<file path="config.mk">
export PLATFORM = sky130hd
export DESIGN_NAME = mlp_eval_ctrl
export DESIGN_NICKNAME = d
export VERILOG_FILES = /design/src/rtl/mlp_eval_ctrl.sv
export SDC_FILE = /design/constraint.sdc
export NUM_CORES = 1
export LEC_CHECK = 0
export CORE_ASPECT_RATIO = 1.4
export CORE_MARGIN = 5
export CORE_UTILIZATION = 45
export DETAILED_ROUTE_END_ITERATION = 12
export PLACE_DENSITY = 0.72
export REMOVE_ABC_BUFFERS = 1
export SETUP_SLACK_MARGIN = 0.02
export SLEW_MARGIN = 15
export SYNTH_ARGS = -nofsm -noshare
export SYNTH_HDL_FRONTEND = slang
export SYNTH_SLANG_ARGS = --single-unit
</file>
<file path="constraint.sdc">
create_clock -name clk -period 3.4 [get_ports clk]
set_clock_uncertainty 0.1 [all_clocks]
set_input_delay 0.68 -clock clk [delete_from_list [all_inputs] [get_ports clk]]
set_output_delay 0.68 -clock clk [all_outputs]
set_load 0.01 [all_outputs]
</file>
<file path="src/rtl/mlp_eval_ctrl.sv">
// Evaluation controller for the combinational Iris MLP: holds one sample on the
// classifier, samples its class REPS times after a settle delay, and majority-votes.
module mlp_eval_ctrl #(
  parameter int IN_W   = 16,
  parameter int OUT_W  = 2,
  parameter int SETTLE = 4,
  parameter int REPS   = 3
) (
  input  logic             clk,
  input  logic             rst,
  input  logic             in_valid,
  output logic             in_ready,
  input  logic [IN_W-1:0]  in_data,
  output logic [IN_W-1:0]  mlp_inp,
  input  logic [OUT_W-1:0] mlp_out,
  output logic             out_valid,
  input  logic             out_ready,
  output logic [OUT_W-1:0] out_class,
  output logic             out_mismatch,
  output logic             busy
);

  localparam int         NCODE       = 1 << OUT_W;
  localparam logic [7:0] SETTLE_LAST = 8'(SETTLE - 1);
  localparam logic [2:0] REP_LAST    = 3'(REPS - 1);

  typedef enum logic [1:0] {IDLE, EVAL, VOTE, HOLD} state_t;

  state_t            state_q, state_d;
  logic [IN_W-1:0]   inp_q, inp_d;
  logic [7:0]        settle_q, settle_d;
  logic [2:0]        rep_q, rep_d;
  logic [2:0]        cnt_q [NCODE];
  logic [2:0]        cnt_d [NCODE];
  logic [OUT_W-1:0]  first_q, first_d;
  logic              diff_q, diff_d;
  logic              out_valid_q, out_valid_d;
  logic [OUT_W-1:0]  out_class_q, out_class_d;
  logic              out_mismatch_q, out_mismatch_d;

  logic [OUT_W-1:0]  win_cls;
  logic [2:0]        win_cnt;

  // Strict greater-than keeps the lowest code on a tie.
  always_comb begin
    win_cls = '0;
    win_cnt = cnt_q[0];
    for (int c = 1; c < NCODE; c++) begin
      if (cnt_q[c] > win_cnt) begin
        win_cnt = cnt_q[c];
        win_cls = OUT_W'(c);
      end
    end
  end

  always_comb begin
    state_d        = state_q;
    inp_d          = inp_q;
    settle_d       = settle_q;
    rep_d          = rep_q;
    cnt_d          = cnt_q;
    first_d        = first_q;
    diff_d         = diff_q;
    out_valid_d    = out_valid_q;
    out_class_d    = out_class_q;
    out_mismatch_d = out_mismatch_q;
    case (state_q)
      IDLE: begin
        if (in_valid) begin
          inp_d    = in_data;
          settle_d = '0;
          rep_d    = '0;
          diff_d   = 1'b0;
          for (int c = 0; c < NCODE; c++) cnt_d[c] = '0;
          state_d  = EVAL;
        end
      end
      EVAL: begin
        if (settle_q == SETTLE_LAST) begin
          settle_d       = '0;
          rep_d          = rep_q + 3'd1;
          cnt_d[mlp_out] = cnt_q[mlp_out] + 3'd1;
          if (rep_q == 3'd0)
            first_d = mlp_out;
          else if (mlp_out != first_q)
            diff_d = 1'b1;
          if (rep_q == REP_LAST) state_d = VOTE;
        end else begin
          settle_d = settle_q + 8'd1;
        end
      end
      VOTE: begin
        out_class_d    = win_cls;
        out_mismatch_d = diff_q;
        out_valid_d    = 1'b1;
        state_d        = HOLD;
      end
      HOLD: begin
        if (out_ready) begin
          out_valid_d = 1'b0;
          state_d     = IDLE;
        end
      end
      default: state_d = IDLE;
    endcase
  end

  always_ff @(posedge clk or posedge rst) begin
    if (rst) begin
      state_q        <= IDLE;
      inp_q          <= '0;
      settle_q       <= '0;
      rep_q          <= '0;
      for (int c = 0; c < NCODE; c++) cnt_q[c] <= '0;
      first_q        <= '0;
      diff_q         <= 1'b0;
      out_valid_q    <= 1'b0;
      out_class_q    <= '0;
      out_mismatch_q <= 1'b0;
    end else begin
      state_q        <= state_d;
      inp_q          <= inp_d;
      settle_q       <= settle_d;
      rep_q          <= rep_d;
      cnt_q          <= cnt_d;
      first_q        <= first_d;
      diff_q         <= diff_d;
      out_valid_q    <= out_valid_d;
      out_class_q    <= out_class_d;
      out_mismatch_q <= out_mismatch_d;
    end
  end

  assign in_ready     = (state_q == IDLE) && !rst;
  assign busy         = (state_q != IDLE);
  assign mlp_inp      = inp_q;
  assign out_valid    = out_valid_q;
  assign out_class    = out_class_q;
  assign out_mismatch = out_mismatch_q;

endmodule

</file>
# After elaboration in Yosys (flattened, before gate mapping)
# Cells that the tools add are included.
# word_totals
ff_bits	48
in_bits	22
out_inout_bits	22
wordCells	81
# op_classes
n_addsub	3
magnitude_cmp	5
eq_ne	12
muxes	32
n_bitwise	1
reduce_logical	15
# op_table
operator	count
$mux 12	2
$pmux 12 s2	1
$mux 3	7
$mux 8	2
$pmux 8 s2	1
$bwmux 12	1
$mux 2	6
$ne 2x2->1 const B	6
$gt 3x3->1	3
$add 8x1->8 const B	1
$eq 8x2->1 const B	1
$pmux 2 s4	1
$add 3x1->3 const B	2
$bmux 3 s2	1
$demux 3 s2	1
$mux 1	6
$pmux 3 s2	1
$reduce_and 2->1	3
$reduce_and 3->1	2
$reduce_bool 2->1	3
$reduce_and 5->1	1
$eq 2x2->1 const B	2
$pmux 1 s2	2
$reduce_and 4->1	1
other kinds (10)	11

# Logic depth before layout (Yosys ltp)
# depth
word_depth	8
mapped_depth	15
mapped_depth_nobuf	15

# Worst setup path before layout
# OpenSTA, ideal clock, no wires.
# synth_timing
path_kind	register to register
from	reg cnt_q[8] in the netlist's numbering
to	reg out_class_q[0], in the netlist out_class[0]
setup_time_ns	0.134
arrival_time_ns	3.046
required_ns	3.166
path_slack_ns	0.119
path_stages_with_launch	14
n_path_buf	0
synth_period_minus_slack_ns	3.281
cell_sequence	dfrtp_1 ha_1 and3_1 a21oi_1 mux2_2 ha_1 nand3b_1 a32o_1 a21o_1 ha_1 nor2b_1 o21a_1 o21ai_0 a31oi_1
# synth_via
elab_chain_cells	6
elab_cells_between_ends	8
cone_classes	3 x order compare; 5 x mux
# synth_rtl
element	line	rtl
from (decl)	33	logic [2:0] cnt_q [NCODE];
from (signal assigned)	125	cnt_q <= cnt_d;
$gt 3x3->1	49	if (cnt_q[c] > win_cnt) begin
$mux 3	49	
$gt 3x3->1	49	
$mux 3	49	
$gt 3x3->1	49	
$mux 2 *	49	
to (signal assigned)	129	out_class_q <= out_class_d;
to (decl)	38	logic [OUT_W-1:0] out_class_q, out_class_d;
# Mark *: on every way between the ends. The rest lies on a longest branch, timed or not.
# A chain may end at the register's enable or synchronous reset.

# Final worst setup path
# layout_timing
from	reg cnt_q[10] in the netlist's numbering
to	reg out_class_q[0], in the netlist out_class[0]
# The elaborated chain is that of the path after synthesis.

==> results.ini <==
[timing]
fmax_mhz = 308.4
min_period_ns = 3.242
rsz0062_at_grt = false
tns_ns = 0
setup_viol = 0
worstMarginPinSlew_ns = 0.6992
period_share = 0.9536
finalHoldViolCount = 0
hold_ws_ns = 0.4103
slew_headroom = 0.5205
slew_viol_final = 0

[die]
fp.dieW_um = 74.58
die_height_um = 100.4
core_mm2 = 0.005781
rows = 33
start_util = 0.4545
pin_count = 44
die-area_mm2 = 0.007489

[hold_path]
min_path_type = flip-flop to flip-flop

[placed_design]
place_hpwl_um = 4111
placedInstanceArea_mm2 = 0.003183
gp_congestion = 0.7904
io_buffers = 43

[setup_path]
criticalPathCategory = flip-flop to flip-flop
critPathLaunchType = flip-flop
slowest_stage = dfrtp_1
cpPeakStageDelay_ns = 0.35
cp_data_required_time_ns = 3.47
path_cells = inv_1 -> ha_1 -> and3_4 -> a21oi_4 -> mux2_4 -> ha_1 -> nand3b_1 -> a32o_2 -> nor2_1 -> a21o_1 -> ha_4 -> nor2b_2 -> o21a_1 -> o21ai_2 -> a31oi_1
worstPathMaxFanout = 5
critPathTopFamily = compound AO/OA/AOI/OAI gates
critical_path_arrival_ns = 3.31
critPathBufInv = 1
crit_top_cell = ha_1
worstSetupEndpointType = flip-flop

[layout]
area_delta_synth_final_pct = 29.76
final_nets = 326
utilization = 0.5898
final_layout_size_suffix_gt1_frac = 0.2369
final_area_mm2 = 0.003410
diodes = 0
final_common_cell = dfrtp_1
final_cell_mix = dfrtp_1, clkdlybuf4s50_1, mux2_2, nand2_1, ha_1
fillers = 501

[yosys]
seq_area_frac_synth = 0.4571
synth-seq-cells = 48
ys.flop_type = dfrtp_1
syn_inst = 231
syn_avg_cell_area_um2 = 11.37
synth_area_mm2 = 0.002628
synth_enable_flop_cells = 0
synth_cell_types = 47
async_flop_share = 1.000
yosys_warnings = 0

[pwr]
irDropWorstVdd_mv = 0.4686
leakage_nw = 1.495
total_power_mw = 3.131
cellPowerDensity_mw_per_mm2 = 918.2

[drt]
wl_per_cell_um = 15.33
route.detailed.drc = 0
routed_wl_um = 5474
drt_iter0_drc = 68
ant_nets = 0
vias = 1927
drt-pass1-iter-count = 4
via_per_inst = 5.398

[clocking]
clkTransAtPathRegs_ns = 0.09
ctsLongestPathBuffers = 2
ctsHtreeMaxLevel = 2
cts_buffers = 5
clock_latency_ns = 0.30
cts_tree = built
clock_sinks = 48
root_buffer = clkbuf_8

[status]
status = completed

[grt]
grt_pass1_vias = 2000
grt_pass1_wl_um = 9190
grt_max_degree = 27
grt.total_usage = 0.1569
gr-total-overflow = 0
antenna_found_initial = 0

[run]
max_cap_viol_count = 0

==> cells in the mapped netlist, types with 2 or more instances <==
master	instances	area share
dfrtp_1	48	0.46
mux2_2	23	0.099
ha_1	18	0.086
nand2_1	18	0.026
inv_1	15	0.021
nor2_1	14	0.020
mux2i_1	11	0.042
a21oi_1	8	0.015
o21ai_0	7	0.013
xor2_1	7	0.023
nand4_1	6	0.014
a31oi_1	3	0.0071
buf_2	3	0.0057
mux4_2	3	0.026
nand2b_1	3	0.0071
nand3_1	3	0.0057
o41ai_1	3	0.010
a32o_1	2	0.0076
and3_1	2	0.0048
clkbuf_1	2	0.0029
nand3b_1	2	0.0057
nand4b_1	2	0.0067
nor2b_1	2	0.0048
o2bb2ai_1	2	0.0067
o32ai_1	2	0.0067
==> repair_timing <==
item,4_1_cts,5_1_grt
pin swaps,0,6
hold endpoints to repair,0,0
hold buffers,0,0
gates resized for setup,3,13
setup buffers,0,2
endpoints found under the setup margin,2,2
==> per-layer routing <==
metal,vias to the layer above,track usage,part of all wire
met5,-,0,0
met1,941,0.1922,0.41
met4,0,0.04384,0.011
met2,40,0.2600,0.52
li1,940,-,-
met3,6,0.05311,0.059
==> final cells by class <==
type,count,area [um^2],share of cell area
multi-input cells,160,1406,0.4125
flip-flops and latches,48,1201,0.3523
repair buffers,56,531.8,0.1560
clock buffers,7,96.34,0.02826
well taps,70,87.58,0.02569
inverters,15,56.30,0.01651
clock inverters,1,30.03,0.008807
==> state kept, by name, summed over array words and instances, names as in the netlist <==
name / cells
cnt_q: 12
diff_q: 1
first_q: 2
mlp_inp: 16
out_class: 2
out_mismatch: 1
out_valid: 1
rep_q: 3
settle_q: 8
state_q: 2
==> cells by family after synthesis <==
kind of cell	after synthesis	synth area share
AO/OA/AOI/OAI	37	0.1019
multiplexers	37	0.1662
XOR/XNOR	8	0.02667
flip-flops	48	0.4571
adder cells (fa/ha/maj)	18	0.08572
buffers and inverters	23	0.03857
AND/OR/NAND/NOR	60	0.1238
==> worst paths after layout <==
kind	start	to	slack, ns	depth (start not counted)
min	diff_q	diff_q	0.41	2
max	cnt_q[10]	out_class[0]	0.16	15
min reg2reg	diff_q	diff_q	0.41	2
max reg2reg	cnt_q[10]	out_class[0]	0.16	15
max in group asynchronous	rst	rep_q[0]	1.83	3
min in group asynchronous	rst	mlp_inp[11]	0.64	2
==> worst reg2reg max path: cells and delay by family, from the launching register on <==
kind / cells / cell delay [ns]
flops: 1 / 0.35
mux: 1 / 0.32
compound gates: 6 / 0.98
simple gates: 4 / 0.62
fa+ha+maj: 3 / 0.67
buf+inv: 1 / 0.04
==> where the power goes <==
| group | internal [mW] | total, mW | switching [mW] | leakage [nW] |
|---|---|---|---|---|
| clock network | 0.260 | 0.446 | 0.187 | 0.0645 |
| logic | 0.928 | 1.74 | 0.811 | 0.821 |
| registers | 0.794 | 0.945 | 0.151 | 0.609 |
==> metrics by stage <==
step / cells / setup WS [ns]
2_1_floorplan: 223 / 0.1195
3_3_place_gp: 347 / -0.002228
3_5_place_dp: 347 / -0.09638
4_1_cts: 355 / 0.03416
5_1_grt: 357 / 0.0003013
6_report: 357 / 0.1579
Note: power is estimated with default switching activity, not from simulation.
